<file path="config.mk">
export PLATFORM = sky130hd
export DESIGN_NAME = ps2_voice_scheduler
export DESIGN_NICKNAME = d
export VERILOG_FILES = /design/src/rtl/piano_pkg.sv /design/src/rtl/ps2_note_lut.sv /design/src/rtl/ps2_voice_scheduler.sv
export SDC_FILE = /design/constraint.sdc
export NUM_CORES = 1
export LEC_CHECK = 0
export BUFFER_PORTS_ARGS = -buffer_cell sky130_fd_sc_hd__buf_2
export CAP_MARGIN = 20
export CORE_ASPECT_RATIO = 1.1
export CORE_MARGIN = 4
export CORE_UTILIZATION = 45
export CTS_BUF_LIST = sky130_fd_sc_hd__clkbuf_4 sky130_fd_sc_hd__clkbuf_8 sky130_fd_sc_hd__clkbuf_16
export DETAILED_ROUTE_END_ITERATION = 8
export PLACE_DENSITY = 0.61
export SYNTH_ARGS = -nofsm -noshare
export SYNTH_HDL_FRONTEND = slang
export SYNTH_SLANG_ARGS = --single-unit
</file>
<file path="constraint.sdc">
create_clock -name clk -period 6.3 [get_ports clk]
set_clock_uncertainty 0.1 [all_clocks]
set_input_delay 0.63 -clock clk [delete_from_list [all_inputs] [get_ports clk]]
set_output_delay 0.63 -clock clk [all_outputs]
set_load 0.01 [all_outputs]
</file>
<file path="src/rtl/piano_pkg.sv">
// Shared piano definitions: PS/2 prefix bytes, note index width and the
// scan-code parser state type.
package piano_pkg;

  localparam logic [7:0] SC_BREAK = 8'hF0;
  localparam logic [7:0] SC_EXT   = 8'hE0;

  localparam int NOTE_W = 5;
  localparam logic [NOTE_W-1:0] NOTE_NONE = '0;

  typedef enum logic [1:0] {
    IDLE,
    BREAK,
    EXT,
    EXT_BRK
  } ps2_state_e;

endpackage

</file>
<file path="src/rtl/ps2_note_lut.sv">
// Combinational PS/2 scan code to note index map; 0 means the key is not part
// of the keyboard and is ignored by every consumer.
module ps2_note_lut
  import piano_pkg::*;
(
  input  logic [7:0]        code,
  output logic [NOTE_W-1:0] note
);

  always_comb begin
    case (code)
      8'h58:   note = 5'd1;
      8'h1C:   note = 5'd2;
      8'h1B:   note = 5'd3;
      8'h23:   note = 5'd4;
      8'h2B:   note = 5'd5;
      8'h34:   note = 5'd6;
      8'h33:   note = 5'd7;
      8'h3B:   note = 5'd8;
      8'h42:   note = 5'd9;
      8'h4B:   note = 5'd10;
      8'h4C:   note = 5'd11;
      8'h52:   note = 5'd12;
      8'h5A:   note = 5'd13;
      8'h6B:   note = 5'd14;
      8'h12:   note = 5'd15;
      8'h1A:   note = 5'd16;
      8'h22:   note = 5'd17;
      8'h21:   note = 5'd18;
      8'h2A:   note = 5'd19;
      8'h32:   note = 5'd20;
      8'h31:   note = 5'd21;
      default: note = NOTE_NONE;
    endcase
  end

endmodule

</file>
<file path="src/rtl/ps2_voice_scheduler.sv">
// Turns PS/2 scan-code bytes into key events and assigns held keys to
// tone-generator voices, stealing the oldest voice when all are busy.
module ps2_voice_scheduler
  import piano_pkg::*;
#(
  parameter int NVOICE = 4,
  parameter int AGE_W  = 3
) (
  input  logic                     clk,
  input  logic                     rst_n,
  input  logic                     code_valid,
  input  logic [7:0]               code,
  input  logic                     panic,
  output logic [NOTE_W*NVOICE-1:0] voice_note,
  output logic [NVOICE-1:0]        voice_on,
  output logic                     steal,
  output logic                     key_evt
);

  localparam logic [AGE_W-1:0] AGE_MAX = '1;
  localparam logic [AGE_W-1:0] AGE_ONE = 1;

  ps2_state_e        state_q, state_d;
  logic [NOTE_W-1:0] note_q [NVOICE];
  logic [NOTE_W-1:0] note_d [NVOICE];
  logic [AGE_W-1:0]  age_q  [NVOICE];
  logic [AGE_W-1:0]  age_d  [NVOICE];
  logic [NVOICE-1:0] on_q, on_d;
  logic              steal_q, steal_d;
  logic              key_evt_q, key_evt_d;

  logic [NOTE_W-1:0] lut_note;
  logic              is_press, is_release;
  logic              hit, free;
  int                hit_idx, free_idx, old_idx, sel_idx;
  logic [AGE_W-1:0]  best_age;

  ps2_note_lut u_lut (
    .code (code),
    .note (lut_note)
  );

  // Voice lookup: held-note match, lowest free slot, and oldest slot (ties to lowest index).
  always_comb begin
    hit      = 1'b0;
    hit_idx  = 0;
    free     = 1'b0;
    free_idx = 0;
    old_idx  = 0;
    best_age = '0;
    for (int i = 0; i < NVOICE; i++) begin
      if (on_q[i] && note_q[i] == lut_note) begin
        hit     = 1'b1;
        hit_idx = i;
      end
      if (!on_q[i] && !free) begin
        free     = 1'b1;
        free_idx = i;
      end
      if (i == 0 || age_q[i] > best_age) begin
        best_age = age_q[i];
        old_idx  = i;
      end
    end
  end

  always_comb begin
    state_d    = state_q;
    note_d     = note_q;
    age_d      = age_q;
    on_d       = on_q;
    steal_d    = 1'b0;
    key_evt_d  = 1'b0;
    sel_idx    = free ? free_idx : old_idx;
    is_press   = code_valid && state_q == IDLE && code != SC_BREAK &&
                 code != SC_EXT && lut_note != NOTE_NONE;
    is_release = code_valid && state_q == BREAK && lut_note != NOTE_NONE;

    if (panic) begin
      state_d = IDLE;
      on_d    = '0;
      for (int i = 0; i < NVOICE; i++) begin
        note_d[i] = NOTE_NONE;
        age_d[i]  = '0;
      end
    end else begin
      if (code_valid) begin
        case (state_q)
          IDLE:    state_d = (code == SC_BREAK) ? BREAK : (code == SC_EXT) ? EXT : IDLE;
          BREAK:   state_d = IDLE;
          EXT:     state_d = (code == SC_BREAK) ? EXT_BRK : IDLE;
          default: state_d = IDLE;
        endcase
      end

      // A press of an already-held note is typematic repeat and changes nothing.
      if (is_press && !hit) begin
        steal_d   = !free;
        key_evt_d = 1'b1;
        for (int i = 0; i < NVOICE; i++) begin
          if (i == sel_idx) begin
            note_d[i] = lut_note;
            on_d[i]   = 1'b1;
            age_d[i]  = '0;
          end else if (on_q[i] && age_q[i] != AGE_MAX) begin
            age_d[i] = age_q[i] + AGE_ONE;
          end
        end
      end else if (is_release && hit) begin
        key_evt_d = 1'b1;
        for (int i = 0; i < NVOICE; i++) begin
          if (i == hit_idx) begin
            note_d[i] = NOTE_NONE;
            on_d[i]   = 1'b0;
            age_d[i]  = '0;
          end
        end
      end
    end
  end

  always_ff @(posedge clk or negedge rst_n) begin
    if (!rst_n) begin
      state_q   <= IDLE;
      note_q    <= '{default: '0};
      age_q     <= '{default: '0};
      on_q      <= '0;
      steal_q   <= 1'b0;
      key_evt_q <= 1'b0;
    end else begin
      state_q   <= state_d;
      note_q    <= note_d;
      age_q     <= age_d;
      on_q      <= on_d;
      steal_q   <= steal_d;
      key_evt_q <= key_evt_d;
    end
  end

  always_comb begin
    voice_note = '0;
    for (int i = 0; i < NVOICE; i++) begin
      voice_note[NOTE_W*i +: NOTE_W] = note_q[i];
    end
  end

  assign voice_on = on_q;
  assign steal    = steal_q;
  assign key_evt  = key_evt_q;

endmodule

</file>
==> out/qor.log <==
[pwr] areal power density over the cells 155 nW/um2
[placed_design] sum of net half-perimeters after detailed placement 5930 um
[sta] final setup violation count 0
[worst_setup_path] stages on the worst setup path 20
[clock_tree] clock latency on the worst-skew pair 300 ps
[die] Die H 96.5 um
[detailed_routing] detail-routed net length per standard cell 17.9 um
[synthesis] syn nets 354
[pwr] Power Total 542 uW
[worst_setup_path] worst reg-to-reg path cell count 20
[finish] count of nets after finishing 383
[clock_tree] maximum clock insertion buffer count 2
[worst_setup_path] worst-case register-to-register setup slack 1080 ps
[clock_tree] count of cells resized by post-cts repair 0
[synthesis] Yosys top cell area share 31.3%
[synthesis] number of flops mapped to enable cells by yosys 0
[run] max cap viols 0
[min_path] Hold Crit Class input pin to asynchronous set/reset pin
[synthesis] count of distinct cell types in the synthesized netlist 77
[die] standard cell core area 6750 um2
[sta] transition time at the pin with the least slew margin 944 ps
[finish] Finished Cell Area 3490 um2
[pwr] peak supply drop 0.000111 V
[detailed_routing] residual antenna-violating net count after detailed routing 0
[worst_setup_path] Critical Path Most Common Cell sky130_fd_sc_hd__ha_1
[synthesis] dominant synthesized flop cell sky130_fd_sc_hd__dfrtp_1
[synthesis] most used standard cells in the synthesized netlist 40 x sky130_fd_sc_hd__dfrtp_1, 26 x sky130_fd_sc_hd__a22o_1, 23 x sky130_fd_sc_hd__nor2_1, 17 x sky130_fd_sc_hd__ha_1, 15 x sky130_fd_sc_hd__inv_1
[worst_setup_path] Data arrival, critical path 5300 ps
[worst_setup_path] CP startpoint kind register
[worst_setup_path] top fanout value on the critical path 7
[finish] area growth from synthesis to layout 9.15%
[finish] Final Instance Count excl. Fillers 437
[synthesis] instance count of the mapped netlist 325
[detailed_routing] via/cell ratio 6.22
[worst_setup_path] CP Buf/Inv Count 1
[sta] worst max-slew margin expressed relative to the limit 37.1%
[synthesis] total of warnings raised by yosys 0
[placed_design] total placed cells including tap cells 429
[worst_setup_path] Worst EP required 6380 ps
[sta] timing-limited maximum frequency 192 MHz
[sta] Max Slew Vio Count 0
[synthesis] top cells by area, synth sky130_fd_sc_hd__dfrtp_1 31%, sky130_fd_sc_hd__a22o_1 7.1%, sky130_fd_sc_hd__ha_1 6.6%
[worst_setup_path] RR Startpoint age_q[10]
[grt] vias in the first global route 2655
[die] area of the die 8530 um2
[clock_tree] root buffer selected by CTS sky130_fd_sc_hd__clkbuf_8
[worst_setup_path] family with the most delay on the worst path compound AO/OA/AOI/OAI gates
[synthesis] average footprint of a synthesized cell 9.85 um2
[clock_tree] number of clock sinks seen by CTS 40
[worst_setup_path] nature of the critical path endpoint register
[synthesis] top-count cell post-synth sky130_fd_sc_hd__dfrtp_1
[grt] aggregate global-route resource usage 19.8%
[clock_tree] Post-CTS Repair Setup Buffers 0
[placed_design] weighted congestion at the end of routability-driven global placement 0.856
[sta] Period minus WS final 5220 ps
[die] I/O Pins 38
[sta] ratio of final minimum period to clock period 82.9%
[die] Starting Density 47.4%
[worst_setup_path] ordered list of cells on the worst path inv_1, ha_1, nor2b_1, o21ai_0, a32oi_1, mux2_2, ha_1, nor2b_1, o21ai_0, a32oi_1, mux2_2, ha_1, a21o_1, a21oi_1, a31oi_1, or2_2, o221a_2, and2_0, and3_1, a22o_1
[detailed_routing] vias after detailed routing 2717
[finish] end-of-flow core utilization 51.8%
[grt] GRT overflow 0
[synthesis] post-synthesis sequential area ratio 31.3%
[sta] setup TNS 0 ps
[synthesis] cell area after technology mapping 3200 um2
[finish] proportion of layout cells with a drive suffix above 1 23.4%
[detailed_routing] number of iterations in the first detailed-routing pass 4
[worst_setup_path] slowest library cell on the worst path sky130_fd_sc_hd__mux2_2
[outcome] run status finished, final reports clean
[synthesis] fraction of registers with async set or reset after synthesis 100%
[synthesis] synthesis-stage register bit count 40
[placed_design] placement-stage cell area 3380 um2
[grt] pin count of the biggest net entering global routing 41
[finish] number of antenna cells inserted 0
[detailed_routing] number of design rule violations left after detail routing 0
[grt] first-pass GRT wire length 13300 um
[worst_setup_path] critical setup path kind register to register
[synthesis] cell taking the most area after synthesis sky130_fd_sc_hd__dfrtp_1
[clock_tree] clock transition at the registers of the reported paths 90 ps
[grt] antenna violations before repair 0
[sta] count of endpoints failing hold in the final timing report 0
[finish] filler instances 628
[clock_tree] CTS H-tree depth 2
[sta] setup repair after global routing missed its margin false
[clock_tree] CTS tree yes
[clock_tree] cts bufs inserted 5
[placed_design] number of I/O port buffers 37
[pwr] leakage power 0.00159 uW
[detailed_routing] violation count after the first detailed-routing iteration 125
[clock_tree] hold-fix buffers at CTS 0
[worst_setup_path] capture instance of the worst register-to-register path voice_note[8]
[detailed_routing] final routed wirelength across all metal layers 7820 um
[worst_setup_path] Max stage delay on crit path 400 ps
[die] standard-cell row count 31
[die] die extent in x 88.4 um
==> flip-flops by register name, indices dropped and copies added (netlist names) <==
signal,flops
key_evt,1
voice_on,4
state_q,2
age_q,12
voice_note,20
steal,1
==> placed cells by master, fill, tap and decap left out, types with 3 or more instances in the layout <==
cell type and count:
sky130_fd_sc_hd__dfrtp_1 40, sky130_fd_sc_hd__buf_2 37, sky130_fd_sc_hd__a22o_1 26, sky130_fd_sc_hd__nor2_1 23, sky130_fd_sc_hd__ha_1 17, sky130_fd_sc_hd__inv_1 15, sky130_fd_sc_hd__a21oi_1 14, sky130_fd_sc_hd__nor2b_1 13
sky130_fd_sc_hd__o21ai_0 10, sky130_fd_sc_hd__nand2_1 10, sky130_fd_sc_hd__a31oi_1 8, sky130_fd_sc_hd__mux2_2 7, sky130_fd_sc_hd__or3_1 7, sky130_fd_sc_hd__nand4_1 6, sky130_fd_sc_hd__xnor2_1 6, sky130_fd_sc_hd__nand3_1 5
sky130_fd_sc_hd__a21o_1 5, sky130_fd_sc_hd__nor3_1 5, sky130_fd_sc_hd__clkbuf_8 5, sky130_fd_sc_hd__nor3b_1 4, sky130_fd_sc_hd__xor2_1 4, sky130_fd_sc_hd__o21ai_2 4, sky130_fd_sc_hd__nor3b_2 3, sky130_fd_sc_hd__nand4b_1 3
sky130_fd_sc_hd__and3b_1 3, sky130_fd_sc_hd__a21oi_2 3, sky130_fd_sc_hd__nor3_4 3, sky130_fd_sc_hd__nand4bb_1 3, sky130_fd_sc_hd__a21boi_0 3, sky130_fd_sc_hd__and3_1 3, sky130_fd_sc_hd__o22ai_1 3, sky130_fd_sc_hd__o31ai_1 3
==> how the worst max path moves through the flow <==
stage | start | endpoint
3_5_place_dp | age_q[10] | voice_note[8]
2_1_floorplan | age_q[7] | voice_note[7]
3_3_place_gp | age_q[7] | voice_note[8]
4_1_cts | age_q[10] | voice_note[8]
6_report | age_q[10] | voice_note[8]
5_1_grt | age_q[10] | voice_note[8]
==> kinds of logic after synthesis <==
kind of cell / Yosys count / synth area share (%)
buffers and inverters: 30 / 5.08
adder cells (fa/ha/maj): 17 / 6.65
XOR/XNOR: 11 / 3.24
AO/OA/AOI/OAI: 107 / 26.3
multiplexers: 7 / 2.46
AND/OR/NAND/NOR: 113 / 25.0
flip-flops: 40 / 31.3
==> where the power goes <==
group	internal, uW	switching (uW)
combinational	21.7	44.3
clock	122	96.2
sequential	257	0.812
total	401	141
==> worst register-to-register path: cells and delay by family, from the launching register on <==
kind	cells	cell delay [ps]
AO/OA/AOI/OAI	9	1840
adder cells (fa/ha/maj)	3	760
buffers and inverters	1	60
flip-flops	1	380
multiplexers	2	800
AND/OR/NAND/NOR	5	1160
==> stage by stage <==
stage / hold slack, ps / worst slack (ps)
after floorplan: 234 / 1580
after global placement: 426 / 1280
after global routing: 450 / 635
after CTS: 415 / 1080
final: 381 / 1080
after detailed placement: 433 / 1120
==> cell type report <==
| cell class | count | area (um2) | area share [%] |
|---|---|---|---|
| Inverter | 15 | 56.3 | 1.61 |
| Tap cell | 82 | 103 | 2.94 |
| Clock inverter | 2 | 35.0 | 1.00 |
| Clock buffer | 6 | 76.3 | 2.18 |
| Timing Repair Buffer | 37 | 185 | 5.30 |
| Sequential cell | 40 | 1000 | 28.7 |
| Multi-Input combinational cell | 255 | 2040 | 58.3 |
==> routing by layer <==
layer  vias up  part of all wire, %  GRT usage, %
li1       1321                    -             -
met1      1330                   46          26.2
met2        58                   50          34.0
met3         8                  3.7          2.54
met4         0                 0.90          5.04
met5         -                    0             0
Note: power is estimated with default switching activity, not from simulation.
